File: src/rtl/gray_conv_arbiter_pkg.sv
// Shared definitions for the Gray-conversion arbiter and other Gray-domain blocks:
// FSM state encoding and a generic binary-to-Gray helper.
package gray_conv_arbiter_pkg;

  typedef enum logic [1:0] {
    IDLE     = 2'd0,
    ACCEPTED = 2'd1,
    HOLD     = 2'd2
  } state_t;

  localparam int unsigned GRAY_MAX_W = 32;

  // Callers zero-extend narrower operands; the extra top zero bit leaves the low Gray bits unchanged.
  function automatic logic [GRAY_MAX_W-1:0] bin2gray(input logic [GRAY_MAX_W-1:0] b);
    return b ^ (b >> 1);
  endfunction

endpackage

File: src/rtl/gray_conv_arbiter_rr_arbiter.sv
// Combinational round-robin arbiter: picks the first asserted request after last_grant,
// wrapping modulo N_REQ.
module rr_arbiter #(
  parameter  int unsigned N_REQ = 4,
  localparam int unsigned IDX_W = $clog2(N_REQ)
) (
  input  logic [N_REQ-1:0] req,
  input  logic [IDX_W-1:0] last_grant,
  output logic [N_REQ-1:0] grant,
  output logic [IDX_W-1:0] grant_idx,
  output logic             any_req
);

  logic             found;
  logic [IDX_W-1:0] cand;

  always_comb begin
    grant     = '0;
    grant_idx = '0;
    found     = 1'b0;
    cand      = '0;
    any_req   = |req;
    for (int unsigned k = 1; k <= N_REQ; k++) begin
      cand = IDX_W'((32'(last_grant) + k) % N_REQ);
      if (!found && req[cand]) begin
        found       = 1'b1;
        grant[cand] = 1'b1;
        grant_idx   = cand;
      end
    end
  end

endmodule

File: src/rtl/gray_conv_arbiter.sv
// Shares one binary-to-Gray converter between N_REQ requesters with round-robin
// arbitration, one conversion in flight, and a saturating completion counter.
module gray_conv_arbiter
  import gray_conv_arbiter_pkg::*;
#(
  parameter  int unsigned N_REQ  = 4,
  parameter  int unsigned DATA_W = 4,
  parameter  int unsigned CNT_W  = 16,
  localparam int unsigned IDX_W  = $clog2(N_REQ)
) (
  input  logic                    clk,
  input  logic                    rst_n,
  input  logic [N_REQ-1:0]        req_valid,
  input  logic [N_REQ*DATA_W-1:0] req_data,
  output logic [N_REQ-1:0]        req_ready,
  output logic                    rsp_valid,
  output logic [DATA_W-1:0]       rsp_data,
  output logic [IDX_W-1:0]        rsp_id,
  input  logic                    rsp_ready,
  output logic                    busy,
  output logic [CNT_W-1:0]        conv_count
);

  state_t             state;
  state_t             state_next;
  logic [N_REQ-1:0]   grant;
  logic [IDX_W-1:0]   grant_idx;
  logic [IDX_W-1:0]   last_grant;
  logic [IDX_W-1:0]   id_reg;
  logic [DATA_W-1:0]  op_reg;
  logic               any_req;
  logic               accept;
  logic               complete;

  rr_arbiter #(
    .N_REQ(N_REQ)
  ) u_arb (
    .req       (req_valid),
    .last_grant(last_grant),
    .grant     (grant),
    .grant_idx (grant_idx),
    .any_req   (any_req)
  );

  assign accept   = (state == IDLE) && any_req;
  assign complete = (state == HOLD) && rsp_ready;

  always_ff @(posedge clk or negedge rst_n) begin
    if (!rst_n) begin
      state <= IDLE;
    end else begin
      state <= state_next;
    end
  end

  always_comb begin
    state_next = state;
    unique case (state)
      IDLE:     if (any_req) state_next = ACCEPTED;
      ACCEPTED: state_next = HOLD;
      HOLD:     if (rsp_ready) state_next = IDLE;
      default:  state_next = IDLE;
    endcase
  end

  always_comb begin
    req_ready = '0;
    busy      = 1'b0;
    if (state == IDLE) begin
      req_ready = grant;
    end else begin
      busy = 1'b1;
    end
  end

  // Only the granted slice is ever sampled, so X/Z on other slices cannot reach the outputs.
  always_ff @(posedge clk or negedge rst_n) begin
    if (!rst_n) begin
      op_reg     <= '0;
      id_reg     <= '0;
      last_grant <= IDX_W'(N_REQ - 1);
      rsp_valid  <= 1'b0;
      rsp_data   <= '0;
      rsp_id     <= '0;
    end else begin
      if (accept) begin
        op_reg     <= req_data[grant_idx*DATA_W +: DATA_W];
        id_reg     <= grant_idx;
        last_grant <= grant_idx;
      end
      if (state == ACCEPTED) begin
        rsp_data  <= DATA_W'(bin2gray(GRAY_MAX_W'(op_reg)));
        rsp_id    <= id_reg;
        rsp_valid <= 1'b1;
      end
      if (complete) begin
        rsp_valid <= 1'b0;
      end
    end
  end

  always_ff @(posedge clk or negedge rst_n) begin
    if (!rst_n) begin
      conv_count <= '0;
    end else if (complete && (conv_count != '1)) begin
      conv_count <= conv_count + CNT_W'(1);
    end
  end

endmodule

File: config.mk
export PLATFORM = sky130hd
export DESIGN_NAME = gray_conv_arbiter
export DESIGN_NICKNAME = d
export VERILOG_FILES = /design/src/rtl/gray_conv_arbiter_pkg.sv /design/src/rtl/gray_conv_arbiter_rr_arbiter.sv /design/src/rtl/gray_conv_arbiter.sv
export SDC_FILE = /design/constraint.sdc
export NUM_CORES = 1
export LEC_CHECK = 0
export BUFFER_PORTS_ARGS = -buffer_cell sky130_fd_sc_hd__buf_2
export CAP_MARGIN = 10
export CORE_UTILIZATION = 58
export DETAILED_ROUTE_END_ITERATION = 8
export GPL_TIMING_DRIVEN = 0
export HOLD_SLACK_MARGIN = 0.15
export PLACE_DENSITY = 0.95
export SYNTH_ARGS = -nofsm -noshare
export SYNTH_HDL_FRONTEND = slang
export SYNTH_SLANG_ARGS = --single-unit
File: constraint.sdc
create_clock -name clk -period 6.65 [get_ports clk]
set_input_delay 0.665 -clock clk [delete_from_list [all_inputs] [get_ports clk]]
set_output_delay 0.665 -clock clk [all_outputs]
set_load 0.02 [all_outputs]
# ---- Word-level counts from Yosys, hierarchy flattened
# Index checks and enable logic that the tools add are counted.
dict set report totals {
  regBits 33
  inputBits 23
  out_inout_bits 28
  elab_cells 82
}
dict set report classes {
  n_addsub 5
  order_cmp 8
  eq_ne 5
  shift 1
  n_mux 34
  bitwise_logic 4
  n_reduce_logical 17
}
# op count
set op_table {}
lappend op_table {{2-to-1 mux 4 bit} 5}
lappend op_table {{adder 16 x 1 -> 16 bit (second input constant)} 1}
lappend op_table {{!= test 16 bit (second input constant)} 1}
lappend op_table {{variable part select 16 x 5 -> 4 bit} 1}
lappend op_table {{2-to-1 mux 1 bit} 14}
lappend op_table {{less-than comparator 2 x 3 -> 1 bit (second input constant)} 4}
lappend op_table {{2-to-1 mux 2 bit} 6}
lappend op_table {{bitwise OR 4 bit} 3}
lappend op_table {{logical AND 1 bit} 10}
lappend op_table {{binary-select mux 1 bit (select 2 bit)} 4}
lappend op_table {{demux 1 bit (select 2 bit)} 4}
lappend op_table {{>= comparator 2 x 1 -> 1 bit (second input constant)} 4}
lappend op_table {{case mux 2 bit (3 select lines)} 1}
lappend op_table {{adder 2 x 1 -> 2 bit (second input constant)} 2}
lappend op_table {{adder 2 bit (second input constant)} 2}
lappend op_table {{!= test 2 bit (second input constant)} 2}
lappend op_table {{OR reduction 4 bit} 1}
lappend op_table {{bitwise XOR 4 x 3 -> 4 bit} 1}
lappend op_table {{zero test 1 bit} 3}
lappend op_table {{== test 2 x 1 -> 1 bit (second input constant)} 1}
lappend op_table {{== test 2 bit (second input constant)} 1}
lappend op_table {{zero test 2 bit} 1}
lappend op_table {{AND reduction 2 bit} 1}
lappend op_table {{nonzero test 2 bit} 1}

# ---- Logic depth before layout (Yosys ltp)
# Gate-level depths: netlist of run 1.
dict set report depth {
  depth_word 14
  ltp_mapped 10
  ltp_nobuf 8
}

# ---- Cells and area by module
# A second synthesis of run 1 with hierarchy kept.
dict set report unflattened {
  cells_unflattened 222
  hier_area_um2 2182.1
}
# mod instances cells_per_inst area_per_inst_um2 seq_area_each_um2
set modules_own_cells {}
lappend modules_own_cells {gray_conv_arbiter 1 152 1641.6 828.3}
lappend modules_own_cells {rr_arbiter 1 70 540.5 0.0}

# ---- Worst setup path before layout of run 1
# No wires, ideal clock.
dict set report synth_timing {
  path_kind {register to output}
  from {register last_grant[0]}
  to {output req_ready[0]}
  arrival_ns 2.304
  t_required_ns 5.985
  slack_ns 3.681
  stages_incl_launch_ff 10
  n_path_buf 1
  path_cell_list {dfstp_2 buf_4 inv_1 ha_1 mux4_1 nor2b_1 a22oi_1 nor2_1 a221oi_1 nor2_1}
}
dict set report synth_via {
  elab_chain_len 14
  word_cells_on_any_way 49
  classes_between {add/sub: 4; order compare: 8; mux: 24; bitwise: 3; reduce/logical: 10}
}
# element line
set synth_lines {}
lappend synth_lines {{start: declaration} gray_conv_arbiter.sv:28} ;# logic [IDX_W-1:0] last_grant;
lappend synth_lines {{start signal: assignment} gray_conv_arbiter.sv:81} ;# last_grant <= IDX_W'(N_REQ - 1);
lappend synth_lines {{start signal: assignment} gray_conv_arbiter.sv:89} ;# last_grant <= grant_idx;
lappend synth_lines {{branches (longest 12 deep; another with less-than comparator 2 x 3 -> 1 bit)} --}
lappend synth_lines {{2-to-1 mux 4 bit (*)} gray_conv_arbiter_rr_arbiter.sv:25} ;# if (!found && req[cand]) begin
lappend synth_lines {{2-to-1 mux 4 bit (*)} gray_conv_arbiter.sv:69} ;# if (state == IDLE) begin
lappend synth_lines {{end: declaration} gray_conv_arbiter.sv:15} ;# output logic [N_REQ-1:0] req_ready,
# Every way passes the cells marked *. The select of a mux whose other input is x is not followed.

# ---- Final worst setup path of run 1
# Same ends and word-level chain as after synthesis.

==> results.toml, run 1 <==
[clocking]
cts-root-buf = "clkbuf_8"
cts_buffer_depth = 2
ctsResizeCount = 0
htree_levels = 2
clk_pin_slew_ns = 0.06
cts.sinks = 33
postCtsSetupRepairBufs = 0
postCtsHoldBufs = 0
numCtsBuffers = 5
clock_latency_ns = 0.29
cts_tree = "done"

[synth]
synth_edf_count = 0
yosysWarnings = 0
synth_top_area_share_pct = 35.92
seq_area_frac_synth_pct = 38.35
yosysTopAreaCell = "dfrtp_1"
syn-cell-area_mm2 = 0.002160
yosys_most_used_dff = "dfrtp_1"
synthCells = 218
async_flop_share_pct = 100.0
synth_top_family_by_area = "simple AND/OR/NAND/NOR gates"
synth_compound_area_share_pct = 16.69
muxShareOfSynthArea_pct = 11.59
yosys.area_share.simple_pct = 16.74
syn_nets = 250
synth_cell_types = 48
netlist_top_cells_area = "dfrtp_1 36%, mux2i_1 6.0%, ha_1 5.2%"
ys_seq_elements = 33
synth_xor_area_share_pct = 6.489
synthAdderAreaFrac_pct = 5.214
synth_area_per_cell_um2 = 9.906

[grt]
grt_overflow_total = 0
antenna_found_initial = 0
grt_pass1_vias = 1734
grt_pass1_wl_mm = 7.617
grt_max_degree = 34
track_usage_pct = 24.93

[setup_path]
crit_path_end_kind = "output port"
start_kind = "flop"
critPathKind = "flop to output port"
crit_required_ns = 5.98
worstPathArrival_ns = 3.02
worstPathMaxFanout = 10

[timing]
maxSlewViolCount = 0
tightest_slew_ns = 0.6966
setup_tns_ns = 0
fin_ws_ns = 2.967
grt_setup_unrepaired = "false"
setup_viol = 0
max-slew-margin-rel_pct = 53.56
max_clock_freq_ghz = 0.2715
fin_crit_ns = 3.683
fin_crit_sh_pct = 55.38
final_hold_viol_count = 0
clock_skew_ns = 0.003752

[finish]
syn_to_final_growth_pct = 17.61
drive_gt1_share_pct = 30.29
fin_nets = 305
mostFrequentLayoutCells = "49 x buf_2, 31 x dfrtp_1, 27 x nand2_1"
fillers = 269
finalInstanceArea_mm2 = 0.002540
diodes = 0
largest_reg_flops = 16
mostFrequentLayoutCell = "buf_2"
instances_no_fill = 320

[power_and_ir_drop]
powerDensity_mw_per_mm2 = 458.9
vdd_drop_max_uv = 309.0
power_mw = 1.166
p_leak_nw = 1.284

[die]
die_y_um = 63.02
chipWidth_um = 63.02
die_area_mm2 = 0.003972
ios = 51
row_count = 21
start_util_pct = 62.74
coreArea_mm2 = 0.003442

[route]
dr.pass1.iters = 4
ant_nets = 0
via_count = 1880
drc = 0
vias_per_cell = 5.875
routedWlPerCell_um = 14.09
initialDrtViolationCount = 135
routed_wl_mm = 4.508

[place]
place_ws_ns = 3.305
placed_cell_area_mm2 = 0.002457
dp_hpwl_mm = 3.401
port_buffers = 48
placed_cells = 312
gp_congestion = 0.8359

[hold_path]
min_path_type = "primary input to async pin"

[job]
maxCapViolations = 0

[status]
outcome = "finished clean"
==> critical path: stages (launching register included) <==
cell and delay [ns]:
dfstp_2 0.63, buf_4 0.22, inv_1 0.17, ha_1 0.37
inv_1 0.10, mux2i_1 0.24, clkbuf_1 0.37, nor2_1 0.11
a221oi_1 0.28, nor2_1 0.07, buf_2 0.17
==> synthesized netlist by cell type, types with 2 or more instances <==
cell type  number
dfrtp_1        31
nand2_1        27
buf_6           4
xor2_1          6
o21ai_0         6
o31ai_1         2
nor2_1         22
o211ai_2        4
a31oi_1         2
a21oi_1        10
a221oi_1        4
mux2i_1        13
mux4_1          2
a221o_1         4
a22oi_1         4
nor2b_1         4
ha_1            9
xnor2_1        10
o22ai_1         2
nand3_1         3
nor3_1          4
nand2b_1        2
and4_1          3
inv_1           5
dfstp_2         2
buf_4           3
or2_2           2
clkbuf_1        4
nand4_1         2
mux2_2          4
==> per-stage QoR <==
stage	util, %	hold slack (ns)
final	73.79	0.4197
after global routing	73.79	0.4817
after CTS	73.79	0.4443
after detailed placement	71.39	0.4670
after global placement	71.39	0.4566
after floorplan	-	0.3694
==> power by group <==
group / switching [mW] / internal, mW / leakage, nW
Clock: 0.0715 / 0.0724 / 0.0450
Combinational: 0.390 / 0.297 / 0.819
Sequential: 0.0609 / 0.274 / 0.420
Total: 0.523 / 0.643 / 1.28
==> per-layer routing <==
metal / wire, um / vias up / track usage (%)
met5: 0 / - / 0
met4: 64 / 0 / 7.558
met3: 237 / 7 / 6.934
met2: 2314 / 59 / 43.82
met1: 1891 / 919 / 29.16
li1: - / 895 / -
==> final cells by class <==
class	count	area, um^2	area share [%]
Inverter	5	18.77	0.7389
Multi-Input combinational cell	168	1225	48.23
Buffer	12	87.58	3.448
Tap cell	46	57.56	2.266
Clock buffer	6	72.57	2.857
Timing Repair Buffer	48	240.2	9.458
Sequential cell	33	828.3	32.61
Clock inverter	2	10.01	0.3941
==> kinds of logic (layout without fill, tap and decap cells) <==
kind of cell / count (synthesis) / after routing
AOI/OAI and AO/OA: 48 / 48
xor gates and xnor gates: 16 / 16
adders and majority gates: 9 / 9
buffers and inverters: 17 / 73
DFF: 33 / 33
muxes: 20 / 20
and+or+nand+nor: 75 / 75
==> worst paths after layout <==
check                                   start             end  slack [ns]  cells past startpoint
min in group clk                    id_reg[0]       id_reg[0]        0.47                      2
worst max-delay path            last_grant[0]    req_ready[0]        2.97                     10
max in group asynchronous               rst_n        state[0]        5.79                      1
worst min-delay path                    rst_n  conv_count[13]        0.42                      1
worst min register to register      id_reg[0]       id_reg[0]        0.47                      2
worst max register to register  last_grant[0]       op_reg[2]        3.64                     10
(Power assumes the default switching activity.)
==> run 2: changes to the inputs <==
CORE_UTILIZATION = 54   (was 58)
PLACE_DENSITY = 0.9   (was 0.95)
clock period = 3.8 ns   (was 6.65 ns; I/O delays follow)
==> results.toml, run 2 (synthesized netlist as in run 1, its figures left out) <==
[status]
outcome = "finished clean"

[clocking]
cts_tree = "done"
cts.sinks = 33
htree_levels = 2
postCtsSetupRepairBufs = 0
clock_latency_ns = 0.29
clk_pin_slew_ns = 0.07
ctsResizeCount = 0
postCtsHoldBufs = 0
numCtsBuffers = 5
cts-root-buf = "clkbuf_8"
cts_buffer_depth = 2

[grt]
grt_pass1_vias = 1606
grt_overflow_total = 0
track_usage_pct = 20.99
grt_pass1_wl_mm = 6.913
grt_max_degree = 34
antenna_found_initial = 0

[timing]
setup_tns_ns = 0
max_clock_freq_ghz = 0.3029
grt_setup_unrepaired = "false"
final_hold_viol_count = 0
max-slew-margin-rel_pct = 53.20
fin_crit_sh_pct = 86.89
fin_crit_ns = 3.302
tightest_slew_ns = 0.7020
hold_ws_ns = 0.1406
setup_viol = 0
maxSlewViolCount = 0
clock_skew_ns = 0.003166
fin_ws_ns = 0.4982

[finish]
largest_reg_flops = 16
fin_nets = 305
mostFrequentLayoutCells = "49 x buf_2, 31 x dfrtp_1, 27 x nand2_1"
diodes = 0
drive_gt1_share_pct = 30.66
finalInstanceArea_mm2 = 0.002546
syn_to_final_growth_pct = 17.90
mostFrequentLayoutCell = "buf_2"

[power_and_ir_drop]
vdd_drop_max_uv = 580.4
powerDensity_mw_per_mm2 = 793.3
p_leak_nw = 1.283

[setup_path]
critical-path-max-stage-delay_ns = 0.63
crit_path_end_kind = "output port"
crit_slowest_cell = "dfstp_2"
crit_path_start = "last_grant[0]"
critPathKind = "flop to output port"
r2r-start = "last_grant[0]"
start_kind = "flop"
worstPathMaxFanout = 10
path_cells = "buf_4, inv_1, ha_1, inv_1, mux2i_1, clkbuf_1, nor2_1, a221oi_1, nor2_1, buf_2"
worstPathArrival_ns = 2.92
crit_required_ns = 3.42

[route]
initialDrtViolationCount = 118
drc = 0
via_count = 1800
routedWlPerCell_um = 12.84
ant_nets = 0
dr.pass1.iters = 4
vias_per_cell = 5.590
routed_wl_mm = 4.133

[hold_path]
min_path_type = "primary input to async pin"

[job]
maxCapViolations = 0

[die]
die_area_mm2 = 0.004256
ios = 51
row_count = 22
die_y_um = 65.24
coreArea_mm2 = 0.003744
chipWidth_um = 65.24
start_util_pct = 57.69

[place]
gp_congestion = 0.8573
dp_hpwl_mm = 3.063
placed_cell_area_mm2 = 0.002460
port_buffers = 48
place_ws_ns = 0.7537
-- run 2: cell count changes in the layout (fill, tap and decap cells not counted) --
| cell | previous run | this run |
|---|---|---|
| clkinvlp_4 | 0 | 1 |
| clkbuf_1 | 5 | 4 |
-- run 2: area by class of cell --
class | count | area [um^2]
Tap cell | 48 | 60.06
Multi-Input combinational cell | 168 | 1225
Buffer | 12 | 87.58
Clock inverter | 3 | 17.52
Timing Repair Buffer | 48 | 240.2
Clock buffer | 5 | 68.82
Fill cell | 321 | 1197
Sequential cell | 33 | 828.3
Inverter | 5 | 18.77
-- run 2: worst max-delay path, delay by kind of cell (launching register included) --
kind	cells	cell delay, ns
simple gates	2	0.16
mux	1	0.23
compound gates	1	0.24
flops	1	0.63
fa+ha+maj	1	0.36
buf+inv	5	1.01
-- run 2: worst paths after layout --
check / slack [ns] / to / depth (start not counted)
worst min register to register: 0.48 / rsp_data[2] / 2
worst max-delay path: 0.50 / req_ready[2] / 10
worst min-delay path: 0.14 / id_reg[0] / 1
worst max register to register: 0.75 / op_reg[0] / 10
min in group clk: 0.33 / state[1] / 2
max in group asynchronous: 3.22 / state[1] / 1
-- run 2: per-stage QoR --
step                      cells  utilization (%)  power, mW
after floorplan             218                -      1.501
after global placement      314            65.71      1.740
after detailed placement    314            65.71      1.769
after CTS                   322            68.01      2.034
after global routing        322            68.01      2.174
final                       322            68.01      2.020
-- run 2: routing by layer --
layer  routed length [um]  vias to the layer above  GRT usage [%]
met2                 2022                       61          37.50
met4                   48                        0          9.239
met3                  231                        6          4.861
met1                 1830                      841          23.56
met5                    0                        -              0
li1                     -                      892              -
-- run 2: where the power goes --
group | total, mW | leakage, nW | switching [mW] | internal, mW
clock network | 0.256 | 0.0439 | 0.130 | 0.126
logic | 1.18 | 0.819 | 0.663 | 0.519
registers | 0.582 | 0.420 | 0.104 | 0.479
total | 2.02 | 1.28 | 0.896 | 1.12
